`config.mk`:
```
export PLATFORM = sky130hd
export DESIGN_NAME = bcd_convert_seq
export DESIGN_NICKNAME = d
export VERILOG_FILES = /design/src/rtl/bcd_convert_seq.sv
export SDC_FILE = /design/constraint.sdc
export NUM_CORES = 1
export LEC_CHECK = 0
export CAP_MARGIN = 20
export CORE_MARGIN = 2
export CORE_UTILIZATION = 55
export DETAILED_ROUTE_END_ITERATION = 6
export GPL_TIMING_DRIVEN = 0
export MAX_ROUTING_LAYER = met4
export PLACE_DENSITY = 0.9
export RECOVER_POWER = 100
export SYNTH_ARGS = -nofsm -noshare
export SYNTH_HDL_FRONTEND = slang
export SYNTH_SLANG_ARGS = --single-unit
```
`constraint.sdc`:
```
create_clock -name clock -period 2 [get_ports clock]
set_input_delay 0.3 -clock clock [delete_from_list [all_inputs] [get_ports clock]]
set_output_delay 0.3 -clock clock [all_outputs]
set_load 0.02 [all_outputs]
```
`src/rtl/bcd_convert_seq.sv`:
```
// Sequential 8-bit binary to 3-digit BCD converter (double-dabble, one bit per clock).
// Results are registered and held between conversions for an asynchronous display scanner.
module bcd_convert_seq (
  input  logic        clock,
  input  logic        reset,
  input  logic        start,
  input  logic [7:0]  value,
  input  logic        signed_mode,
  output logic        busy,
  output logic        done,
  output logic [11:0] bcd,
  output logic        negative,
  output logic [1:0]  blank
);

  typedef enum logic {IDLE, SHIFT} state_t;

  state_t      state_q;
  logic [7:0]  bin_q;
  logic [11:0] scr_q;
  logic [2:0]  cnt_q;
  logic        sign_q;
  logic        busy_q;
  logic        done_q;
  logic [11:0] bcd_q;
  logic        neg_q;
  logic [1:0]  blank_q;

  logic [7:0]  mag_d;
  logic [7:0]  bin_d;
  logic [11:0] scr_d;
  logic [11:0] adj;
  logic [19:0] shifted;

  function automatic logic [3:0] add3(input logic [3:0] d);
    return (d >= 4'd5) ? d + 4'd3 : d;
  endfunction

  // Two's-complement negate in 8 bits still yields 128 for 0x80, which fits unsigned.
  always_comb begin
    mag_d = (signed_mode && value[7]) ? (~value + 8'd1) : value;
  end

  always_comb begin
    adj     = {add3(scr_q[11:8]), add3(scr_q[7:4]), add3(scr_q[3:0])};
    shifted = {adj[10:0], bin_q, 1'b0};
    scr_d   = shifted[19:8];
    bin_d   = shifted[7:0];
  end

  always_ff @(posedge clock or posedge reset) begin
    if (reset) begin
      state_q <= IDLE;
      bin_q   <= 8'd0;
      scr_q   <= 12'd0;
      cnt_q   <= 3'd0;
      sign_q  <= 1'b0;
      busy_q  <= 1'b0;
      done_q  <= 1'b0;
      bcd_q   <= 12'h000;
      neg_q   <= 1'b0;
      blank_q <= 2'b11;
    end else begin
      done_q <= 1'b0;
      case (state_q)
        IDLE: begin
          if (start) begin
            state_q <= SHIFT;
            busy_q  <= 1'b1;
            bin_q   <= mag_d;
            scr_q   <= 12'd0;
            cnt_q   <= 3'd0;
            sign_q  <= signed_mode & value[7];
          end
        end
        SHIFT: begin
          bin_q <= bin_d;
          scr_q <= scr_d;
          cnt_q <= cnt_q + 3'd1;
          // Last shift: publish the post-shift scratch directly, never the intermediate.
          if (cnt_q == 3'd7) begin
            state_q <= IDLE;
            busy_q  <= 1'b0;
            done_q  <= 1'b1;
            bcd_q   <= scr_d;
            neg_q   <= sign_q;
            blank_q <= {(scr_d[11:8] == 4'd0),
                        (scr_d[11:8] == 4'd0) && (scr_d[7:4] == 4'd0)};
          end
        end
      endcase
    end
  end

  assign busy     = busy_q;
  assign done     = done_q;
  assign bcd      = bcd_q;
  assign negative = neg_q;
  assign blank    = blank_q;

endmodule

```
==> flow_summary.yaml, run 1 <==
run_status:
  run_status: "finished, final reports clean"
cells_and_area:
  antennaDiodeCount: 0
  final_cells: 300
  nNetsFinal: 270
  area.growth.synth_to_final_pct: 19.5
  layout-drive-gt1-share_pct: 11.6
  mostFrequentLayoutCell: "dfrtp_1"
  final_cell_area_um2: 2630
  mostFrequentLayoutCells: "40 x dfrtp_1, 24 x nand2_1, 19 x dlygate4sd3_1"
pwr:
  powerDensity_nw_per_um2: 1600
  leakage_uw: 0.00123
  combPwrFrac_pct: 48.7
  p_sw_uw: 1680
  switching_share_pct: 39.9
  p_total_uw: 4220
  seq_power_share_pct: 35.5
  internal-power_uw: 2540
  peakVddDrop_mv: 0.547
  p_clk_share_pct: 15.8
detailed_routing:
  vias_per_cell: 5.69
  post-route-drc-count: 0
  drt_wl_total_um: 4640
  drtIter0Drc: 146
  wl_per_cell_um: 15.5
  ant_nets: 0
  vias: 1708
  first_pass_iters: 4
clock_tree:
  cts-root-buf: "clkbuf_8"
  cts_setup_buffers: 0
  cts.sinks: 42
  cts_buffers: 5
  post_cts_resized: 0
  clockBufferDepth: 2
  cts_max_level: 2
  cts_hold_buf: 0
  clk_pin_slew_ns: 0.08
  tritoncts: "yes"
  insertion_delay_ns: 0.30
synthesis:
  synth_top_flop_cell: "dfrtp_1"
  synth-edff-count: 0
  synth_cells: 214
  syn_area_um2: 2200
  synth_nets: 235
  synth_seq_cells: 42
  async_flop_share_pct: 100
  yosys_warnings: 0
  syn_area_per_cell_um2: 10.3
  synth_cell_types: 37
  seq_area_frac_synth_pct: 47.8
timing:
  final_max_slew_viol_count: 0
  slew_headroom_pct: 42.8
  clock_skew_ns: 0.00480
  post-route-period-util_pct: 90.2
  setup_viol: 0
  rsz0062_at_grt: "false"
  min_period_ns: 1.80
  timing.fmax_mhz: 554
  worstMarginPinSlew_ns: 0.857
  holdWs_ns: 0.476
  worst_slack_ns: 0.196
  final_hold_viol_count: 0
critical_path:
  cp_max_fo: 4
  crit_buf_inv: 2
  crit_path_max_incr_delay_ns: 0.54
  worstSetupPathType: "in2reg"
  worstPathArrival_ns: 2.04
  worstSetupEndpointType: "flop"
  slowest_stage: "clkdlybuf4s50_1"
  crit_path_start_kind: "input pin"
  path_cells: "clkdlybuf4s50_1 -> inv_1 -> ha_1 -> nor3b_1 -> or3_1 -> a311oi_1 -> a21o_1"
  worstReg2RegStart: "scr_q[8]"
  critPathLaunch: "value[0]"
  crit_family: "buffers and inverters"
  crit_required_ns: 2.24
placement:
  dpl.hpwl_um: 3250
  place_area_um2: 2550
  dp_cells: 292
  dp_slack_ns: -0.0622
  place_congestion: 0.824
  numPortBuffers: 28
grt:
  grt_start_max_net_pins: 43
  grt-ovfl-total: 0
  grtUsageTotal_pct: 24.6
  grt_first_pass_wirelength_um: 7960
  antenna_found_initial: 0
  grt_pass1_vias: 1669
floorplan:
  die_h_um: 67.3
  dieArea_um2: 4530
  io_pins: 29
  core_area_um2: 3910
  die_w_um: 67.3
  initial_utilization_pct: 56.3
  rows: 23
worst_hold_path:
  hold_path_class: "reg2reg"
  hold_start: "blank[0]"
run:
  drv_cap: 0
cell type report:
cell class / count / area, um2
Inverter: 11 / 41.3
Timing Repair Buffer: 28 / 280
Fill cell: 334 / 1280
Buffer: 8 / 35.0
Tap cell: 50 / 62.6
Multi-Input combinational cell: 153 / 1050
Clock buffer: 5 / 68.8
Sequential cell: 42 / 1050
Clock inverter: 3 / 40.0
synth_stat cells (5+ instances only):
master     n  share of area [%]
ha_1       9                5.1
nor3_1     5                1.1
a21o_1     8                2.7
nand2b_1   6                1.7
dfrtp_1   40                 45
nand3_1    5                1.1
nor3b_1   13                4.4
o21ai_0   17                3.9
nor2_1    10                1.7
xnor2_1    6                2.4
mux2i_1   10                4.5
a21oi_1    8                1.8
inv_1     10                1.7
nand2_1   23                3.9
mux2_2     9                4.6
path summary, 6_finish.rpt:
check | to | slack (ns) | cells past startpoint
setup / recovery | bin_q[4] | 0.20 | 7
hold reg to reg | blank[0] | 0.48 | 2
setup reg to reg | blank[0] | 0.24 | 6
max in group asynchronous | cnt_q[2] | 0.80 | 2
min in group asynchronous | scr_q[5] | 0.65 | 2
hold / removal | blank[0] | 0.48 | 2
metrics by stage:
step / util, % / setup TNS, ns
final: 67.3 / 0
after global routing: 67.3 / 0
after CTS: 67.8 / 0
after detailed placement: 65.1 / -0.0622
after global placement: 65.1 / -4.05
after floorplan: - / 0
flip-flops by register name, indices dropped and copies added, names as in the netlist:
signal and cells:
sign_q 1, negative 1, bin_q 8, done 1, state_q 1, cnt_q 3, scr_q 12, blank 2
bcd 12, busy 1
routing by layer:
| metal | global-route usage [%] | part of all wire, % | wire (um) | vias up |
|---|---|---|---|---|
| li1 | - | - | - | 820 |
| met1 | 28.6 | 42 | 1970 | 827 |
| met2 | 40.7 | 51 | 2370 | 52 |
| met3 | 6.00 | 5.0 | 230 | 9 |
| met4 | 9.95 | 1.6 | 75 | 0 |
| met5 | - | 0 | 0 | - |
power groups by stage:
stage	Clock (uW)	Combinational [uW]	Sequential, uW
2_1_floorplan	0	1300	1650
3_3_place_gp	0	2030	1490
3_5_place_dp	0	2130	1520
4_1_cts	682	2150	1500
5_1_grt	723	2300	1550
6_report	669	2050	1500
logic make-up after synthesis:
kind of cell,count (synthesis),synth area share [%]
and+or+nand+nor,73,18.1
DFF,42,47.8
buffers and inverters,19,3.58
muxes,19,9.14
xor gates and xnor gates,6,2.38
adders and majority gates,9,5.11
AOI/OAI and AO/OA,46,13.9
tightest hold or removal path: stages (launching register included):
cell and delay, ns:
dfstp_2 0.37, nand2_1 0.05, o41ai_1 0.06
No activity file was read; power rests on OpenSTA's default activity.
==> run 2, diff against run 1 <==
CORE_ASPECT_RATIO = 0.75   (was unset)
==> run 2 against run 1 <==
Combinational power is essentially flat. Setup slack lost 0.017 ns. Die area grew 0.11%. Clock power shrank 16%. Critical path depth shrank 2. Total power shrank 3.4%. Largest power group unchanged.
==> flow_summary.yaml, run 2 (synthesis results as in run 1) <==
detailed_routing:
  first_pass_iters: 4
  wl_per_cell_um: 14.6
  drt_wl_total_um: 4410
  vias_per_cell: 5.65
  vias: 1706
  drtIter0Drc: 90
  ant_nets: 0
  post-route-drc-count: 0
timing:
  min_period_ns: 1.82
  final_max_slew_viol_count: 0
  timing.fmax_mhz: 549
  slew_headroom_pct: 42.5
  holdWs_ns: 0.473
  worstMarginPinSlew_ns: 0.862
  clock_skew_ns: 0.00514
  rsz0062_at_grt: "false"
  final_hold_viol_count: 0
  tns_ns: 0
  post-route-period-util_pct: 91.1
  setup_viol: 0
floorplan:
  die_w_um: 77.1
  initial_utilization_pct: 58.7
  die_h_um: 58.8
  dieArea_um2: 4530
  rows: 19
  core_area_um2: 3760
  io_pins: 29
clock_tree:
  cts.sinks: 42
  tritoncts: "yes"
  post_cts_resized: 0
  cts_max_level: 2
  insertion_delay_ns: 0.30
  cts-root-buf: "clkbuf_8"
  cts_buffers: 5
  cts_hold_buf: 0
  clk_pin_slew_ns: 0.08
  clockBufferDepth: 2
  cts_setup_buffers: 0
critical_path:
  worstPathArrival_ns: 2.03
  path_cells: "inv_1 -> ha_1 -> a211oi_1 -> nand3b_1 -> o41ai_2"
  crit_path_start_kind: "flop"
  crit_family: "compound AO/OA/AOI/OAI gates"
  crit_required_ns: 2.20
  crit_buf_inv: 1
  crit_path_max_incr_delay_ns: 0.46
  worstSetupPathType: "reg2reg"
  cp_max_fo: 6
  worstSetupEndpointType: "flop"
  slowest_stage: "dfrtp_1"
placement:
  dpl.hpwl_um: 3140
  place_area_um2: 2550
  numPortBuffers: 28
  place_congestion: 0.870
  dp_cells: 294
grt:
  grt_pass1_vias: 1601
  antenna_found_initial: 0
  grtUsageTotal_pct: 22.7
  grt_first_pass_wirelength_um: 7540
  grt-ovfl-total: 0
  grt_start_max_net_pins: 43
cells_and_area:
  antennaDiodeCount: 0
  final_cells: 302
  fill_cells: 303
  multi_input_area_um2: 1070
  mostFrequentLayoutCell: "dfrtp_1"
  layout-drive-gt1-share_pct: 11.2
  final_cell_area_um2: 2630
  area.growth.synth_to_final_pct: 19.4
  nNetsFinal: 270
  final-seq-area_um2: 1050
  mostFrequentLayoutCells: "40 x dfrtp_1, 23 x nand2_1, 18 x dlygate4sd3_1"
pwr:
  peakVddDrop_mv: 1.02
  powerDensity_nw_per_um2: 1550
  p_total_uw: 4080
  leakage_uw: 0.00122
run_status:
  run_status: "finished, final reports clean"
run:
  drv_cap: 0
worst_hold_path:
  hold_path_class: "reg2reg"
[run 2: cell types whose count changed in the layout (fill, tap and decap cells not counted), sizes merged]
cell and delta:
bufinv -1, clkinv -1, clkdlybuf4s50 +1, dlygate4sd3 -1, clkbuf +3, buf -1
[run 2: cell type report]
| type | count | share of cell area (%) |
|---|---|---|
| clock inverter | 1 | 0.190 |
| multi-input combinational | 153 | 40.6 |
| sequential | 42 | 40.1 |
| tap | 52 | 2.47 |
| buffer | 8 | 1.19 |
| timing repair buffer | 28 | 10.7 |
| clock buffer | 7 | 3.28 |
| inverter | 11 | 1.57 |
[run 2: worst paths after layout]
path                               start  slack [ns]  cells after the start  endpoint
max in group asynchronous          reset        0.83                      2    bcd[7]
worst min-delay path              bcd[4]        0.47                      2    bcd[4]
worst min register to register    bcd[4]        0.47                      2    bcd[4]
worst max-delay path            scr_q[8]        0.18                      5  blank[0]
worst max register to register  scr_q[8]        0.18                      5  blank[0]
min in group asynchronous          reset        0.63                      2   bcd[10]
[run 2: where the power goes]
group,switching (uW),internal (uW)
clock network,283,278
registers,249,1240
logic,1110,923
[run 2: tightest hold or removal path, delay by kind of cell, from the launching register on]
kind | cells | cell delay (ns)
AOI/OAI and AO/OA | 1 | 0.05
and+or+nand+nor | 1 | 0.04
DFF | 1 | 0.34
[run 2: through the flow]
step / util [%] / setup slack, ns
after floorplan: - / 0.485
after global placement: 67.9 / -0.110
after detailed placement: 67.9 / -0.0338
after CTS: 70.3 / 0.190
after global routing: 70.0 / 0.0242
final: 70.0 / 0.178
[run 2: layer usage]
layer	track usage (%)	wire length (um)
met1	29.5	2050
met2	36.0	2110
met3	4.29	183
met4	8.67	69
met5	-	0
==> run 3, diff against run 2 <==
ABC_AREA = 1   (was unset)
CORE_UTILIZATION = 53   (was 55)
PLACE_DENSITY = 0.88   (was 0.9)
==> run 3 against run 2 <==
First-iteration DRC count up 27%. Combinational power down 7%. Clock skew about the same. Final cell count up 7.6%. Maximum frequency up 1.1%. Critical endpoint is now blank[1]. Sequential power down 3%.
==> flow_summary.yaml, run 3 <==
synthesis:
  synth_seq_cells: 42
  synth_top_area_cell: "dfrtp_1"
  synth_commonest_cells: "61 x nand2_1, 40 x dfrtp_1, 30 x inv_1"
  synth_mux_area_share_pct: 0
  synth_cell_types: 21
  synth_cells: 237
  syn_area_per_cell_um2: 8.52
  async_flop_share_pct: 100
  yosys_warnings: 0
  synth_top_flop_cell: "dfrtp_1"
  synthTopCellsByArea: "dfrtp_1 50%, nand2_1 11%, o21ai_0 6.7%"
  synth_compound_area_share_pct: 13.7
  synth_nets: 258
  synth_top_family_by_area: "simple AND/OR/NAND/NOR gates"
  yosys.area_share.simple_pct: 20.4
  synthAdderAreaFrac_pct: 5.58
  synth-edff-count: 0
  syn_area_um2: 2020
  yosys.area.top_type_share_pct: 49.6
  synth_xor_area_share_pct: 1.30
  synth.most_common_cell: "nand2_1"
  seq_area_frac_synth_pct: 52.2
critical_path:
  crit_buf_inv: 1
  worstSetupPathType: "reg2out"
  worstPathArrival_ns: 1.50
  crit_required_ns: 1.70
  crit_path_start_kind: "flop"
  slowest_stage: "dlygate4sd3_1"
  cp_max_fo: 2
  crit_family: "buffers and inverters"
  path_cells: "dlygate4sd3_1"
  crit_path_max_incr_delay_ns: 0.67
  worstSetupEndpointType: "output port"
cells_and_area:
  final-seq-area_um2: 1050
  antennaDiodeCount: 0
  area.growth.synth_to_final_pct: 22.1
  mostFrequentLayoutCells: "62 x nand2_1, 40 x dfrtp_1, 29 x inv_1"
  multi_input_area_um2: 823
  mostFrequentLayoutCell: "nand2_1"
  nNetsFinal: 293
  final_cell_area_um2: 2470
  fill_cells: 307
  layout-drive-gt1-share_pct: 4.40
floorplan:
  rows: 19
  core_area_um2: 3660
  initial_utilization_pct: 55.2
  die_h_um: 57.5
  io_pins: 29
  die_w_um: 75.3
  dieArea_um2: 4320
detailed_routing:
  post-route-drc-count: 0
  drt_wl_total_um: 4330
  first_pass_iters: 5
  vias_per_cell: 5.36
  vias: 1743
  drtIter0Drc: 114
  ant_nets: 0
  wl_per_cell_um: 13.3
placement:
  place_congestion: 0.900
  dpl.hpwl_um: 3080
  place_area_um2: 2360
  dp_slack_ns: 0.371
  numPortBuffers: 28
clock_tree:
  cts_buffers: 5
  cts.sinks: 42
  insertion_delay_ns: 0.30
  cts_hold_buf: 0
  tritoncts: "yes"
  cts-root-buf: "clkbuf_8"
  cts_setup_buffers: 0
  cts_max_level: 2
  clk_pin_slew_ns: 0.07
  post_cts_resized: 0
  clockBufferDepth: 2
grt:
  grtUsageTotal_pct: 23.7
  grt_pass1_vias: 1711
  antenna_found_initial: 0
  grt_first_pass_wirelength_um: 7340
  grt_start_max_net_pins: 43
  grt-ovfl-total: 0
pwr:
  switching_share_pct: 42.3
  seq_power_share_pct: 36.2
  p_clk_share_pct: 16.6
  p_sw_uw: 1690
  peakVddDrop_mv: 0.784
  combPwrFrac_pct: 47.2
  powerDensity_nw_per_um2: 1620
  leakage_uw: 0.00123
  p_total_uw: 4000
  internal-power_uw: 2310
timing:
  rsz0062_at_grt: "false"
  setup_viol: 0
  post-route-period-util_pct: 90.1
  worstMarginPinSlew_ns: 0.843
  holdWs_ns: 0.475
  final_hold_viol_count: 0
  slew_headroom_pct: 43.7
  clock_skew_ns: 0.00470
  final_max_slew_viol_count: 0
  min_period_ns: 1.80
  worst_slack_ns: 0.198
  timing.fmax_mhz: 555
worst_hold_path:
  hold_path_class: "reg2reg"
run_status:
  run_status: "finished, final reports clean"
run:
  drv_cap: 0
-- run 3: changes by cell type in the layout (fill, tap and decap cells not counted), sizes merged, moves of 9 or more --
cell / before / now
o21ai: 17 / 27
mux2: 9 / 0
nand3: 5 / 15
nor3b: 13 / 0
inv: 11 / 30
nand2: 25 / 62
o22ai: 0 / 11
mux2i: 10 / 0
-- run 3: layout make-up --
type                       count  area share (%)
inverter                      30            4.57
tap                           52            2.64
multi-input combinational    159            33.4
clock inverter                 3            1.62
timing repair buffer          28            11.4
buffer                         6           0.913
sequential                    42            42.7
clock buffer                   5            2.79
-- run 3: worst paths after layout --
path	from	to	slack, ns	depth (start not counted)
max reg2reg	cnt_q[0]	bcd[4]	0.24	5
min	blank[0]	blank[0]	0.47	2
min reg2reg	blank[0]	blank[0]	0.47	2
max in group asynchronous	reset	bcd[4]	0.85	2
min in group asynchronous	reset	sign_q	0.62	2
max	blank[1]	blank[1]	0.20	1
-- run 3: power groups by stage --
stage	Sequential [uW]	Clock [uW]	Combinational [uW]
5_1_grt	1490	711	2150
6_report	1450	662	1890
3_3_place_gp	1450	0	1830
4_1_cts	1460	668	1940
3_5_place_dp	1460	0	1930
2_1_floorplan	1600	0	1120
-- run 3: routing by layer --
| metal | GRT usage [%] | up-vias | part of all wire (%) |
|---|---|---|---|
| met2 | 34.0 | 58 | 46 |
| met4 | 12.8 | 0 | 2.9 |
| met1 | 31.2 | 819 | 46 |
| met3 | 5.65 | 13 | 5.7 |
| met5 | - | - | 0 |
| li1 | - | 853 | - |
-- run 3: kinds of logic after synthesis --
family | Yosys count
and+or+nand+nor | 99
AOI/OAI and AO/OA | 48
adders and majority gates | 9
DFF | 42
xor gates and xnor gates | 3
buffers and inverters | 36
-- run 3: through the flow --
step	util [%]	TNS, ns	instances
2_1_floorplan	-	0	237
3_3_place_gp	64.6	-2.59	317
3_5_place_dp	64.6	0	317
4_1_cts	67.6	0	325
5_1_grt	67.4	0	325
6_report	67.4	0	325
-- run 3: worst register-to-register path: cells and delay by family, from the launching register on --
| kind | cells | cell delay [ns] |
|---|---|---|
| buffers and inverters | 1 | 0.40 |
| DFF | 1 | 0.40 |
| adders and majority gates | 2 | 0.38 |
| and+or+nand+nor | 1 | 0.25 |
| AOI/OAI and AO/OA | 1 | 0.18 |
